`src/rtl/mc_control_fsm.sv`:
```
// Multi-cycle MIPS-subset control sequencer. It steps instructions through FETCH/DECODE/EXECUTE/MEM/WB over one shared memory port.
// Each mem_ready=0 cycle in FETCH, MEM_READ or MEM_WRITE holds the state for one cycle. Cycle and retired-instruction counters saturate.
module mc_control_fsm #(
    parameter int CNT_W = 32
) (
    input  logic             clk,
    input  logic             arst,
    input  logic             enable,
    input  logic [5:0]       opcode,
    input  logic             zero_flag,
    input  logic             mem_ready,
    input  logic             clr_cnt,
    output logic             pc_write,
    output logic             pc_write_cond,
    output logic             i_or_d,
    output logic             mem_read,
    output logic             mem_write,
    output logic             ir_write,
    output logic             mem_2_reg,
    output logic             reg_dst,
    output logic             reg_write,
    output logic             alu_src_a,
    output logic [1:0]       alu_src_b,
    output logic [1:0]       alu_op,
    output logic [1:0]       pc_source,
    output logic [3:0]       state,
    output logic             instr_retired,
    output logic             illegal_op,
    output logic [CNT_W-1:0] cycle_cnt,
    output logic [CNT_W-1:0] instr_cnt
);

    typedef enum logic [3:0] {
        S_IDLE      = 4'd0,
        S_FETCH     = 4'd1,
        S_DECODE    = 4'd2,
        S_MEM_ADDR  = 4'd3,
        S_MEM_READ  = 4'd4,
        S_MEM_WB    = 4'd5,
        S_MEM_WRITE = 4'd6,
        S_EXECUTE   = 4'd7,
        S_ALU_WB    = 4'd8,
        S_BRANCH    = 4'd9,
        S_JUMP      = 4'd10,
        S_ADDI_EX   = 4'd11,
        S_ADDI_WB   = 4'd12
    } state_e;

    localparam logic [5:0] OP_RTYPE = 6'h00;
    localparam logic [5:0] OP_LW    = 6'h23;
    localparam logic [5:0] OP_SW    = 6'h2B;
    localparam logic [5:0] OP_BEQ   = 6'h04;
    localparam logic [5:0] OP_J     = 6'h02;
    localparam logic [5:0] OP_ADDI  = 6'h08;

    localparam logic [CNT_W-1:0] CNT_MAX = '1;
    localparam logic [CNT_W-1:0] CNT_ONE = {{(CNT_W-1){1'b0}}, 1'b1};

    state_e           state_q, state_d;
    state_e           term_state;
    logic [CNT_W-1:0] cycle_cnt_q, cycle_cnt_d;
    logic [CNT_W-1:0] instr_cnt_q, instr_cnt_d;

    // zero_flag is qualified in the datapath together with pc_write_cond.
    logic unused_zero_flag;
    assign unused_zero_flag = zero_flag;

    // Dropping enable only takes effect at an instruction boundary.
    assign term_state = enable ? S_FETCH : S_IDLE;

    always_ff @(posedge clk or posedge arst) begin
        if (arst) begin
            state_q     <= S_IDLE;
            cycle_cnt_q <= '0;
            instr_cnt_q <= '0;
        end else begin
            state_q     <= state_d;
            cycle_cnt_q <= cycle_cnt_d;
            instr_cnt_q <= instr_cnt_d;
        end
    end

    always_comb begin
        state_d = state_q;
        case (state_q)
            S_IDLE:      if (enable) state_d = S_FETCH;
            S_FETCH:     if (mem_ready) state_d = S_DECODE;
            S_DECODE: begin
                case (opcode)
                    OP_RTYPE:     state_d = S_EXECUTE;
                    OP_LW, OP_SW: state_d = S_MEM_ADDR;
                    OP_BEQ:       state_d = S_BRANCH;
                    OP_J:         state_d = S_JUMP;
                    OP_ADDI:      state_d = S_ADDI_EX;
                    default:      state_d = term_state;
                endcase
            end
            S_MEM_ADDR: begin
                if (opcode == OP_LW)      state_d = S_MEM_READ;
                else if (opcode == OP_SW) state_d = S_MEM_WRITE;
                else                      state_d = term_state;
            end
            S_MEM_READ:  if (mem_ready) state_d = S_MEM_WB;
            S_MEM_WRITE: if (mem_ready) state_d = term_state;
            S_EXECUTE:   state_d = S_ALU_WB;
            S_ADDI_EX:   state_d = S_ADDI_WB;
            S_MEM_WB, S_ALU_WB, S_ADDI_WB, S_BRANCH, S_JUMP:
                         state_d = term_state;
            default:     state_d = S_IDLE;
        endcase
    end

    always_comb begin
        pc_write      = 1'b0;
        pc_write_cond = 1'b0;
        i_or_d        = 1'b0;
        mem_read      = 1'b0;
        mem_write     = 1'b0;
        ir_write      = 1'b0;
        mem_2_reg     = 1'b0;
        reg_dst       = 1'b0;
        reg_write     = 1'b0;
        alu_src_a     = 1'b0;
        alu_src_b     = 2'b00;
        alu_op        = 2'b00;
        pc_source     = 2'b00;
        instr_retired = 1'b0;
        illegal_op    = 1'b0;
        case (state_q)
            S_FETCH: begin
                mem_read  = 1'b1;
                alu_src_b = 2'b01;
                ir_write  = mem_ready;
                pc_write  = mem_ready;
            end
            S_DECODE: begin
                alu_src_b = 2'b11;
                case (opcode)
                    OP_RTYPE, OP_LW, OP_SW, OP_BEQ, OP_J, OP_ADDI: illegal_op = 1'b0;
                    default:                                       illegal_op = 1'b1;
                endcase
            end
            S_MEM_ADDR, S_ADDI_EX: begin
                alu_src_a = 1'b1;
                alu_src_b = 2'b10;
            end
            S_MEM_READ: begin
                mem_read = 1'b1;
                i_or_d   = 1'b1;
            end
            S_MEM_WB: begin
                reg_write     = 1'b1;
                mem_2_reg     = 1'b1;
                instr_retired = 1'b1;
            end
            S_MEM_WRITE: begin
                mem_write     = 1'b1;
                i_or_d        = 1'b1;
                instr_retired = mem_ready;
            end
            S_EXECUTE: begin
                alu_src_a = 1'b1;
                alu_op    = 2'b10;
            end
            S_ALU_WB: begin
                reg_write     = 1'b1;
                reg_dst       = 1'b1;
                instr_retired = 1'b1;
            end
            S_ADDI_WB: begin
                reg_write     = 1'b1;
                instr_retired = 1'b1;
            end
            S_BRANCH: begin
                alu_src_a     = 1'b1;
                alu_op        = 2'b01;
                pc_write_cond = 1'b1;
                pc_source     = 2'b01;
                instr_retired = 1'b1;
            end
            S_JUMP: begin
                pc_write      = 1'b1;
                pc_source     = 2'b10;
                instr_retired = 1'b1;
            end
            default: ;
        endcase
    end

    // Clear beats increment, so a retire coinciding with clr_cnt is dropped.
    always_comb begin
        cycle_cnt_d = cycle_cnt_q;
        instr_cnt_d = instr_cnt_q;
        if (clr_cnt) begin
            cycle_cnt_d = '0;
            instr_cnt_d = '0;
        end else begin
            if ((state_q != S_IDLE) && (cycle_cnt_q != CNT_MAX))
                cycle_cnt_d = cycle_cnt_q + CNT_ONE;
            if (instr_retired && (instr_cnt_q != CNT_MAX))
                instr_cnt_d = instr_cnt_q + CNT_ONE;
        end
    end

    assign state     = state_q;
    assign cycle_cnt = cycle_cnt_q;
    assign instr_cnt = instr_cnt_q;

endmodule

```
`config.mk`:
```
export PLATFORM = sky130hd
export DESIGN_NAME = mc_control_fsm
export DESIGN_NICKNAME = d
export VERILOG_FILES = /design/src/rtl/mc_control_fsm.sv
export SDC_FILE = /design/constraint.sdc
export NUM_CORES = 1
export LEC_CHECK = 0
export BUFFER_PORTS_ARGS = -buffer_cell sky130_fd_sc_hd__buf_2
export CAP_MARGIN = 20
export CORE_MARGIN = 8
export CORE_UTILIZATION = 40
export CTS_BUF_LIST = sky130_fd_sc_hd__clkbuf_16
export CTS_CLUSTER_SIZE = 40
export DETAILED_ROUTE_END_ITERATION = 16
export HOLD_SLACK_MARGIN = 0.03
export PLACE_DENSITY = 0.73
export SLEW_MARGIN = 15
export SYNTH_ARGS = -nofsm -noshare
export SYNTH_HDL_FRONTEND = slang
export SYNTH_SLANG_ARGS = --single-unit
```
`constraint.sdc`:
```
create_clock -name clk -period 2.9 [get_ports clk]
set_input_delay 0.29 -clock clk [delete_from_list [all_inputs] [get_ports clk]]
set_output_delay 0.29 -clock clk [all_outputs]
set_load 0.005 [all_outputs]
```
## After elaboration in Yosys (flattened, before gate mapping)

Index checks and enable logic that the tools add are counted.

- Flip-flop bits (word level): 68
- Input bits: 12
- Output and inout port bits: 86
- Word-level logic and storage cells: 73

- $add $sub $neg: 2
- Eq/ne operators: 23
- Multiplexer cells: 29
- Reduce and logical (&&, ||, !) cells: 16

Operator list:

| operator | number |
|---|---|
| two-way mux 32 bit | 4 |
| adder 32 x 1 -> 32 bit (second input constant) | 2 |
| inequality test 32 bit (second input constant) | 2 |
| one-hot mux 4 bit (9 select lines) | 1 |
| equality test 4 bit (second input constant) | 5 |
| one-hot mux 4 bit (5 select lines) | 1 |
| equality test 4 x 3 -> 1 bit (second input constant) | 4 |
| two-way mux 4 bit | 4 |
| equality test 6 bit (second input constant) | 2 |
| two-way mux 1 bit | 12 |
| equality test 4 x 2 -> 1 bit (second input constant) | 2 |
| inequality test 2 bit (second input constant) | 4 |
| one-hot mux 2 bit (2 select lines) | 2 |
| OR reduction 2 bit | 4 |
| equality test 6 x 2 -> 1 bit (second input constant) | 1 |
| equality test 6 x 3 -> 1 bit (second input constant) | 1 |
| equality test 6 x 4 -> 1 bit (second input constant) | 1 |
| zero test 6 bit | 1 |
| two-way mux 3 bit | 2 |
| one-hot mux 2 bit (3 select lines) | 1 |
| OR reduction 6 bit | 1 |
| OR reduction 5 bit | 1 |
| equality test 4 x 1 -> 1 bit (second input constant) | 1 |
| zero test 4 bit | 1 |
| 7 further kinds | 10 |

## Depth between registers and ports, before layout

Gate-level depths: netlist of the first run.

- Depth in word-level cells: 6
- Gate-level depth with buffers: 9
- Mapped depth without buffers: 6

## Worst setup path after synthesis of the first run

Ideal clock, no wire load.

- Kind: flip-flop to flip-flop
- Start point: register state_q[1] (netlist: state[1])
- End point: register instr_cnt_q[21] (netlist: instr_cnt[21])
- Setup time: 0.125 ns
- Arrival: 1.944 ns
- Data required time: 2.775 ns
- Setup slack: 0.831 ns
- Cell stages (with the launch flop): 8
- Path buffers: 2
- Period minus slack after synthesis: 2.069 ns
- Path through: dfrtp_1 -> buf_2 -> nand2b_1 -> a21oi_2 -> o21ai_0 -> clkbuf_1 -> nor4_1 -> mux2_2

- Longest elaborated chain between the ends: 5
- Elaborated cells on any way between the ends: 10
- Classes of those cells: eq/ne (6); mux (1); reduce/logical (3)

Ends and longest elaborated chain:

| element | RTL line | source |
|---|---|---|
| start, declared | 59 | `state_e state_q, state_d;` |
| start signal, assigned | 77 | `state_q <= state_d;` |
| equality test 4 bit or equality test 4 x 3 -> 1 bit (tied branches) | 129 | `case (state_q)` |
| OR reduction 5 bit (no source line) | - |  |
| one-hot mux 1 bit (2 select lines) (*) | 129 |  |
| logical AND 1 bit (*) | 200 | `if (instr_retired && (instr_cnt_q != CNT_MAX))` |
| nonzero test 2 bit (no source line) (*) | - |  |
| end signal, assigned | 79 | `instr_cnt_q <= instr_cnt_d;` |
| end, declared | 62 | `logic [CNT_W-1:0] instr_cnt_q, instr_cnt_d;` |

Mark *: on every way between the ends. The rest lies on a longest branch, timed or not.
A chain may end at the register's enable or synchronous reset.

## Worst setup path in the final report of the first run

- Start point: register state_q[1] (netlist: state[1])
- End point: output instr_retired

- Longest elaborated chain between the ends: 3
- Elaborated cells on any way between the ends: 8
- Classes of those cells: eq/ne (6); mux (1); reduce/logical (1)

Ends and longest elaborated chain:

| element | RTL line | source |
|---|---|---|
| equality test 4 bit or equality test 4 x 3 -> 1 bit (tied branches) | 129 |  |
| OR reduction 5 bit (no source line) | - |  |
| one-hot mux 1 bit (2 select lines) (*) | 129 |  |
| end, declared | 27 | `output logic instr_retired,` |

Marks and branches as above.

==> results.yml, run 1 <==
outcome:
  outcome: "finished clean"
cells_and_area:
  final_cell_area_um2: 5160
  fill_cells: 1044
  fin_cells: 725
  n_antenna_cell: 0
  area_growth_pct: 22.9
  drive_gt1_share_pct: 24.4
  finalNetCount: 598
timing:
  max_freq_mhz: 378
  fin_crit_sh_pct: 91.2
  fin_setup_tns_ps: 0
  drv_slew: 0
  setup_viol: 0
  timing.hold.ws_ps: 234
  finalCriticalPeriod_ps: 2650
  max_slew_margin_pct: 44.1
  hold_violations: 0
  fin_skew_ps: 6.73
  tightest_slew_ps: 838
  rsz0062_at_grt: "false"
detailed_routing:
  vias_per_cell: 5.81
  wirelength_um: 11700
  vias: 4213
  drcViolationCount: 0
  dr.pass1.iters: 5
  wl_per_cell_um: 16.1
  drtIter0Drc: 362
  antenna_left: 0
cts:
  cts_hold_buf: 1
  cts.reportedPaths.clkPinSlew_ps: 50
  cts.sinks: 68
  cts_resized: 0
  htreeDepth: 3
  numCtsBuffers: 9
  cts_tree: "built"
  postCtsSetupRepairBufs: 0
  cts.path.max_buffers: 2
  insertion_delay_ps: 330
  cts-root-buf: "clkbuf_16"
yosys:
  synthCells: 495
  ys.flop_type: "dfrtp_1"
  ys_top_cells_by_area: "dfrtp_1 41%, a21oi_1 6.8%, o21ai_0 4.9%"
  yosys.cell_types.count: 52
  yosysWarnings: 0
  synthArstFlopShare_pct: 100
  yosysMostFrequentCell: "dfrtp_1"
  synth_common_cells: "68 x dfrtp_1, 57 x a21oi_1, 41 x o21ai_0"
  netlist_area_um2: 4200
  synth-seq-cells: 68
  synth_fp_nets: 509
  ys_seq_area_share_pct: 40.5
  postSynthAreaPerCell_um2: 8.48
  synth_top_cell_by_area: "dfrtp_1"
  synth_edf_count: 0
  yosysTopAreaCellShare_pct: 40.5
grt:
  grt_pass1_vias: 4054
  grt_overflow: 0
  antenna_found_initial: 0
  grt_pass1_wl_um: 19900
  grtUsageMet1_pct: 20.1
  met2_usage_pct: 28.0
  met3_usage_pct: 4.62
  top_usage_layer: "met2"
  grtUsageTotal_pct: 16.6
  grt_max_degree: 47
flow_run:
  drv_cap: 0
floorplanning:
  fp.dieArea_um2: 14000
  die-height_um: 118
  rows: 37
  io_pins: 98
  die_w_um: 118
  coreArea_um2: 10300
  initial_utilization_pct: 40.9
worst_setup_path:
  reg2reg_to: "cycle_cnt[29]"
  crit_arrival_ps: 2360
  timing.rr.start: "state[1]"
  worst-setup-path-type: "flip-flop to primary output"
  cp-start-kind: "flip-flop"
  crit_fanout: 20
  reg2reg_slack_ps: 400
  reg2regPathDepth: 5
  end_kind: "primary output"
  cp.required_ps: 2610
place:
  placed_cells: 708
  io_buffers: 96
  finalWeightedCongestion: 0.807
  hpwlAfterDp_um: 8450
  dpl_cell_area_um2: 4810
pwr:
  vdd_drop_max_mv: 0.277
  p_per_area_nw_per_um2: 544
  leakagePower_uw: 0.00224
  finalPower_uw: 2810
min_path:
  hold_end: "state[0]"
  hp-class: "input port to flip-flop"
  min_path_cells: 3
  min_from: "enable"
-- placed cells by master, fill, tap and decap left out, types with 5 or more instances in the layout --
cell	n
nor3_1	10
o31ai_1	22
nand3_1	21
nor4_1	10
and4_1	5
nand2b_1	8
inv_1	9
mux2_2	6
o21ai_0	41
or4_1	25
a21oi_1	57
buf_4	14
clkbuf_16	9
nor2b_1	9
or3_1	31
nand2_1	31
dfrtp_1	68
buf_2	96
nand4_1	15
and3_1	7
nor2_1	36
-- metal layers --
layer	routed length (µm)	share of wire (%)
met3	649	5.6
met5	0	0
met2	5770	49
met4	151	1.3
met1	5110	44
-- state kept, by name (all words and copies together), names as in the netlist --
name,flops
cycle_cnt,32
state,4
instr_cnt,32
-- metrics by stage --
| stage | util (%) | worst slack, ps |
|---|---|---|
| 6_report | 50.2 | 255 |
| 4_1_cts | 50.2 | 305 |
| 3_5_place_dp | 46.8 | 426 |
| 2_1_floorplan | - | 831 |
| 3_3_place_gp | 46.8 | 544 |
| 5_1_grt | 50.2 | 3.98 |
-- worst max-delay path, cell delays in order, from the launching register on --
cell and delay (ps):
dfrtp_1 740, a21oi_1 160, o21a_1 290, nor2_1 480, inv_1 190, buf_2 170
-- how the worst max path moves through the flow --
stage | from | end | slack [ps] | depth (start not counted)
finish | state[1] | instr_retired | 250 | 5
global route | state[1] | instr_retired | 4 | 5
CTS | state[1] | instr_retired | 310 | 5
detailed placement | state[1] | cycle_cnt[29] | 430 | 5
global placement | state[1] | cycle_cnt[29] | 540 | 5
floorplan | state[1] | instr_cnt[21] | 830 | 7
-- report_power, final --
group          internal, µW  switching, µW
clock network           837            422
registers               980           91.7
logic                   205            273
total                  2020            787
-- logic make-up after synthesis --
kind of cell | Yosys count | synth area share [%]
xor gates and xnor gates | 6 | 1.25
AOI/OAI and AO/OA | 141 | 19.8
muxes | 9 | 2.38
DFF | 68 | 40.5
buffers and inverters | 43 | 4.50
adders and majority gates | 2 | 0.596
and+or+nand+nor | 226 | 30.9
-- layout make-up --
class,count,area (µm²),area share [%]
well taps,136,170,3.30
repair buffers,111,596,11.5
inverters,10,37.5,0.727
clock inverters,7,115,2.23
flip-flops and latches,68,1700,33.0
multi-input cells,384,2310,44.9
clock buffers,9,225,4.36
Power figures use the tool's default switching activity.
==> inputs of run 2 (changes only) <==
- clock period: 2.9 -> 3.25 ns (I/O delays scaled with it)
==> run 2 against run 1 <==
Net effect:
- sequential share of layout area grew 0.39 points
- total power is 14% lower
- via count decreased by 0.43%
- design area decreased by 1.2%
- core utilization decreased by 0.58 points
- critical path depth stayed put
- global-route usage fell by 0.60 points
- sequential cell count unchanged
- clock skew rose by 5.6 ps
- critical path type is now flip-flop to flip-flop
- largest power group unchanged
- highest routed layer unchanged
==> results.yml, run 2 (same netlist as run 1, synthesis figures left out) <==
outcome:
  outcome: "finished clean"
timing:
  finalCriticalPeriod_ps: 2700
  rsz0062_at_grt: "false"
  setup_viol: 0
  fin_setup_tns_ps: 0
  fin_skew_ps: 12.4
  tightest_slew_ps: 1090
  fin_crit_sh_pct: 83.2
  max_freq_mhz: 370
  max_slew_margin_pct: 27.0
  drv_slew: 0
  hold_violations: 0
cells_and_area:
  layout_commonest_cell: "buf_2"
  fin_util_pct: 49.6
  n_antenna_cell: 0
  final_cell_mix: "97 x buf_2, 68 x dfrtp_1, 57 x a21oi_1"
  area_growth_pct: 21.5
  final_cell_area_um2: 5100
  drive_gt1_share_pct: 24.2
  finalNetCount: 592
  fin_cells: 719
worst_setup_path:
  reg2reg_slack_ps: 550
  reg2reg_to: "cycle_cnt[29]"
  timing.rr.start: "state[0]"
  cp-start-kind: "flip-flop"
  worstPathCellList: "nor4_2, nor4_2, o211ai_1, or4_1, mux2_1"
  worst-setup-path-type: "flip-flop to flip-flop"
  end_kind: "flip-flop"
  crit_top_cell: "nor4_2"
  cpMaxStageDelayCell: "dfrtp_1"
  critPathMaxStageDelay_ps: 790
  crit_arrival_ps: 2910
  reg2regPathDepth: 5
  cp.required_ps: 3460
  crit_fanout: 22
cts:
  insertion_delay_ps: 330
  htreeDepth: 3
  cts.path.max_buffers: 2
  numCtsBuffers: 9
  cts_resized: 0
  cts-root-buf: "clkbuf_16"
  cts_hold_buf: 0
  cts.sinks: 68
  postCtsSetupRepairBufs: 0
  cts_tree: "built"
  cts.reportedPaths.clkPinSlew_ps: 60
floorplanning:
  initial_utilization_pct: 40.9
  die_w_um: 118
  fp.dieArea_um2: 14000
  rows: 37
  io_pins: 98
  die-height_um: 118
  coreArea_um2: 10300
grt:
  met3_usage_pct: 4.38
  grt_overflow: 0
  grt_pass1_vias: 3997
  grtUsageTotal_pct: 16.0
  top_usage_layer: "met2"
  grtUsageMet1_pct: 19.8
  met2_usage_pct: 26.7
  grt_pass1_wl_um: 19300
  antenna_found_initial: 0
  grt_max_degree: 59
detailed_routing:
  vias: 4195
  drtIter0Drc: 380
  dr.pass1.iters: 4
  wl_per_cell_um: 16.0
  drcViolationCount: 0
  wirelength_um: 11500
  antenna_left: 0
  vias_per_cell: 5.83
pwr:
  switching_share_pct: 29.4
  leakagePower_uw: 0.00221
  power.share.clock_pct: 44.0
  finalPower_uw: 2430
  combPwrFrac_pct: 15.8
  p_per_area_nw_per_um2: 476
  intPower_uw: 1710
  vdd_drop_max_mv: 0.225
  seqPwrFrac_pct: 40.2
  p_sw_uw: 712
place:
  io_buffers: 96
  finalWeightedCongestion: 0.814
  hpwlAfterDp_um: 8140
  placed_cells: 703
  dpl_cell_area_um2: 4770
flow_run:
  drv_cap: 0
min_path:
  hp-class: "input port to async pin"
[run 2: stage by stage]
step	hold slack, ps	setup slack, ps
global placement	477	549
global route	168	384
finish	115	548
CTS	127	515
detailed placement	484	532
floorplan	423	1180
[run 2: how the worst max path moves through the flow]
stage / start / to / slack, ps / cells after the start
6_report: state[0] / cycle_cnt[29] / 550 / 5
5_1_grt: state[0] / instr_retired / 380 / 5
4_1_cts: state[0] / instr_cnt[30] / 520 / 5
3_5_place_dp: state[0] / instr_cnt[30] / 530 / 5
3_3_place_gp: state[0] / instr_cnt[21] / 550 / 5
2_1_floorplan: state[1] / instr_cnt[21] / 1180 / 7
[run 2: cell type report]
| class | instances | area, µm² |
|---|---|---|
| fillers | 1010 | 5180 |
| well taps | 136 | 170 |
| multi-input cells | 384 | 2320 |
| repair buffers | 105 | 546 |
| clock buffers | 9 | 225 |
| clock inverters | 7 | 98.8 |
| inverters | 10 | 37.5 |
| flip-flops and latches | 68 | 1700 |
[run 2: routing by layer]
metal | up-vias | wire, µm
li1 | 2040 | -
met3 | 6 | 549
met1 | 2058 | 5360
met2 | 91 | 5520
met5 | - | 0
met4 | 0 | 110
[run 2: worst max-delay path, delay by kind of cell (launching register included)]
family             cells  cell delay (ps)
muxes                  1              320
and+or+nand+nor        3             1230
AOI/OAI and AO/OA      1              250
DFF                    1              790
[run 2: power by group through the flow]
stage               logic [µW]  clock network [µW]  registers (µW)
global route               429                1120             982
detailed placement         389                   0             985
global placement           383                   0             978
finish                     384                1070             975
CTS                        391                1090             970
floorplan                  306                   0             922
==> inputs of run 3 (changes only) <==
- ABC_AREA: not set -> 1
- PLACE_DENSITY: 0.73 -> 0.74
- clock period: 3.25 -> 2.4 ns (I/O delays scaled with it)
==> run 3 against run 2 <==
Net effect:
- non-clock buffer count up 2
- via count increased by 32%
- synthesized area increased by 19%
- hold slack better by 17 ps
- synthesized cell count is 65% higher
- sequential cell count did not move
- critical path type unchanged
- critical endpoint is now instr_cnt[29]
- largest cell class unchanged
==> results.yml, run 3 <==
outcome:
  outcome: "finished clean"
detailed_routing:
  antenna_left: 0
  drtIter0Drc: 504
  vias: 5541
  drcViolationCount: 0
  vias_per_cell: 5.08
  wl_per_cell_um: 14.1
  dr.pass1.iters: 6
  wirelength_um: 15400
worst_setup_path:
  crit_fanout: 32
  worst-setup-path-type: "flip-flop to flip-flop"
  cp.required_ps: 2620
  reg2reg_slack_ps: 240
  cp-start-kind: "flip-flop"
  crit_start: "instr_cnt[1]"
  critPathMaxStageDelay_ps: 400
  end_kind: "flip-flop"
  timing.rr.start: "instr_cnt[1]"
  crit_top_cell: "nand2_2"
  reg2regPathDepth: 10
  reg2reg_to: "instr_cnt[29]"
  cpMaxStageDelayCell: "dfrtp_1"
  worstPathCellList: "ha_1, nand2_2, nor2_4, nand2_2, nor2_4, nand3_2, o21ai_4, nand2_2, nand2_1, nand2_1"
  crit_arrival_ps: 2390
grt:
  grtUsageMet1_pct: 24.3
  grt_max_degree: 69
  grt_pass1_wl_um: 25400
  met3_usage_pct: 4.53
  grtUsageTotal_pct: 19.2
  grt_pass1_vias: 5227
  met2_usage_pct: 30.9
  antenna_found_initial: 0
  top_usage_layer: "met2"
  grt_overflow: 0
cells_and_area:
  fill_cells: 1329
  multi_input_area_um2: 2850
  layout_commonest_cell: "nand2_1"
  final_cell_area_um2: 5990
  finalNetCount: 929
  n_antenna_cell: 0
  area_growth_pct: 19.8
  final_cell_mix: "288 x nand2_1, 139 x nor2_1, 96 x buf_2"
  seq_area_um2: 1700
  drive_gt1_share_pct: 15.3
  fin_util_pct: 48.3
place:
  hpwlAfterDp_um: 11500
  finalWeightedCongestion: 0.967
  dpl_cell_area_um2: 5680
  io_buffers: 96
yosys:
  synthCells: 819
  yosysTopAreaCellShare_pct: 34.0
  synth_common_cells: "288 x nand2_1, 139 x nor2_1, 85 x inv_1"
  synth_fp_nets: 833
  netlist_area_um2: 5000
  ys_seq_area_share_pct: 34.0
  yosysWarnings: 0
  synthArstFlopShare_pct: 100
  synth_edf_count: 0
  postSynthAreaPerCell_um2: 6.11
  yosys.cell_types.count: 33
  synth_top_cell_by_area: "dfrtp_1"
  synth-seq-cells: 68
  ys.flop_type: "dfrtp_1"
  ys_top_cells_by_area: "dfrtp_1 34%, nand2_1 22%, nor2_1 10%"
  yosysMostFrequentCell: "nand2_1"
min_path:
  min_from: "mem_ready"
  hp-class: "input port to flip-flop"
  hold_end: "state[1]"
  min_path_cells: 2
timing:
  fin_setup_tns_ps: 0
  finalCriticalPeriod_ps: 2160
  rsz0062_at_grt: "false"
  setup_viol: 0
  fin_skew_ps: 10.6
  max_freq_mhz: 462
  fin_crit_sh_pct: 90.2
  hold_violations: 0
  tightest_slew_ps: 619
  drv_slew: 0
  max_slew_margin_pct: 58.7
  timing.hold.ws_ps: 132
floorplanning:
  coreArea_um2: 12400
  die_w_um: 128
  io_pins: 98
  die-height_um: 128
  initial_utilization_pct: 40.3
  fp.dieArea_um2: 16300
  rows: 41
cts:
  cts.sinks: 68
  htreeDepth: 3
  cts.path.max_buffers: 2
  cts-root-buf: "clkbuf_16"
  numCtsBuffers: 9
  cts_tree: "built"
  postCtsSetupRepairBufs: 0
  cts.reportedPaths.clkPinSlew_ps: 60
  insertion_delay_ps: 340
pwr:
  vdd_drop_max_mv: 0.253
  leakagePower_uw: 0.00299
  p_per_area_nw_per_um2: 568
flow_run:
  drv_cap: 0
==> run 3: changes by cell type in the layout (fill, tap and decap cells not counted), sizes merged, moves of 9 or more <==
cell / delta
a21oi: -57
nor4: -12
nand3: +63
or4: -25
or3: -31
inv: +80
nand2: +262
nor2b: -9
xor2: +12
o31ai: -22
nor2: +107
nor3: +17
==> run 3: per-layer routing <==
metal | up-vias | share of wire [%]
met3 | 27 | 7.3
met4 | 0 | 2.3
met1 | 2545 | 44
li1 | 2780 | -
met2 | 189 | 46
met5 | - | 0
==> run 3: final cells by class <==
type	count	area share, %
inverter	91	5.72
clock inverter	6	1.36
sequential	68	28.4
multi-input combinational	638	47.5
clock buffer	9	3.76
timing repair buffer	107	9.64
tap	172	3.59
==> run 3: cells by family after synthesis <==
family	share of synthesized area, %
AOI/OAI and AO/OA	5.00
xor gates and xnor gates	4.20
adders and majority gates	0.500
buffers and inverters	9.03
DFF	34.0
and+or+nand+nor	47.3
==> run 3: where the power goes <==
group | switching, µW | internal (µW) | leakage (µW)
Clock | 509 | 896 | 0.000154
Sequential | 56.1 | 1190 | 0.000944
Combinational | 537 | 214 | 0.00189
==> run 3: worst max-delay path: cells and delay by family, from the launching register on <==
kind	cells	cell delay, ps
simple gates	8	1240
flops	1	400
fa+ha+maj	1	250
compound gates	1	150
==> run 3: timing repair <==
item	in CTS	in global routing
hold buffers	1	0
resized for setup	0	0
hold endpoints to repair	68	0
==> run 3: worst max-delay path by stage <==
| stage | depth (start not counted) | end |
|---|---|---|
| 2_1_floorplan | 1 | cycle_cnt[0] |
| 3_3_place_gp | 10 | instr_cnt[29] |
| 3_5_place_dp | 10 | instr_cnt[29] |
| 4_1_cts | 10 | instr_cnt[29] |
| 5_1_grt | 10 | instr_cnt[26] |
| 6_report | 10 | instr_cnt[29] |
==> run 3: through the flow <==
stage	std cells	total power (µW)	setup WS, ps
after floorplan	819	1740	448
after global placement	1075	2010	298
after detailed placement	1075	2020	237
after CTS	1091	3430	223
after global routing	1091	3580	36.2
final	1091	3400	235
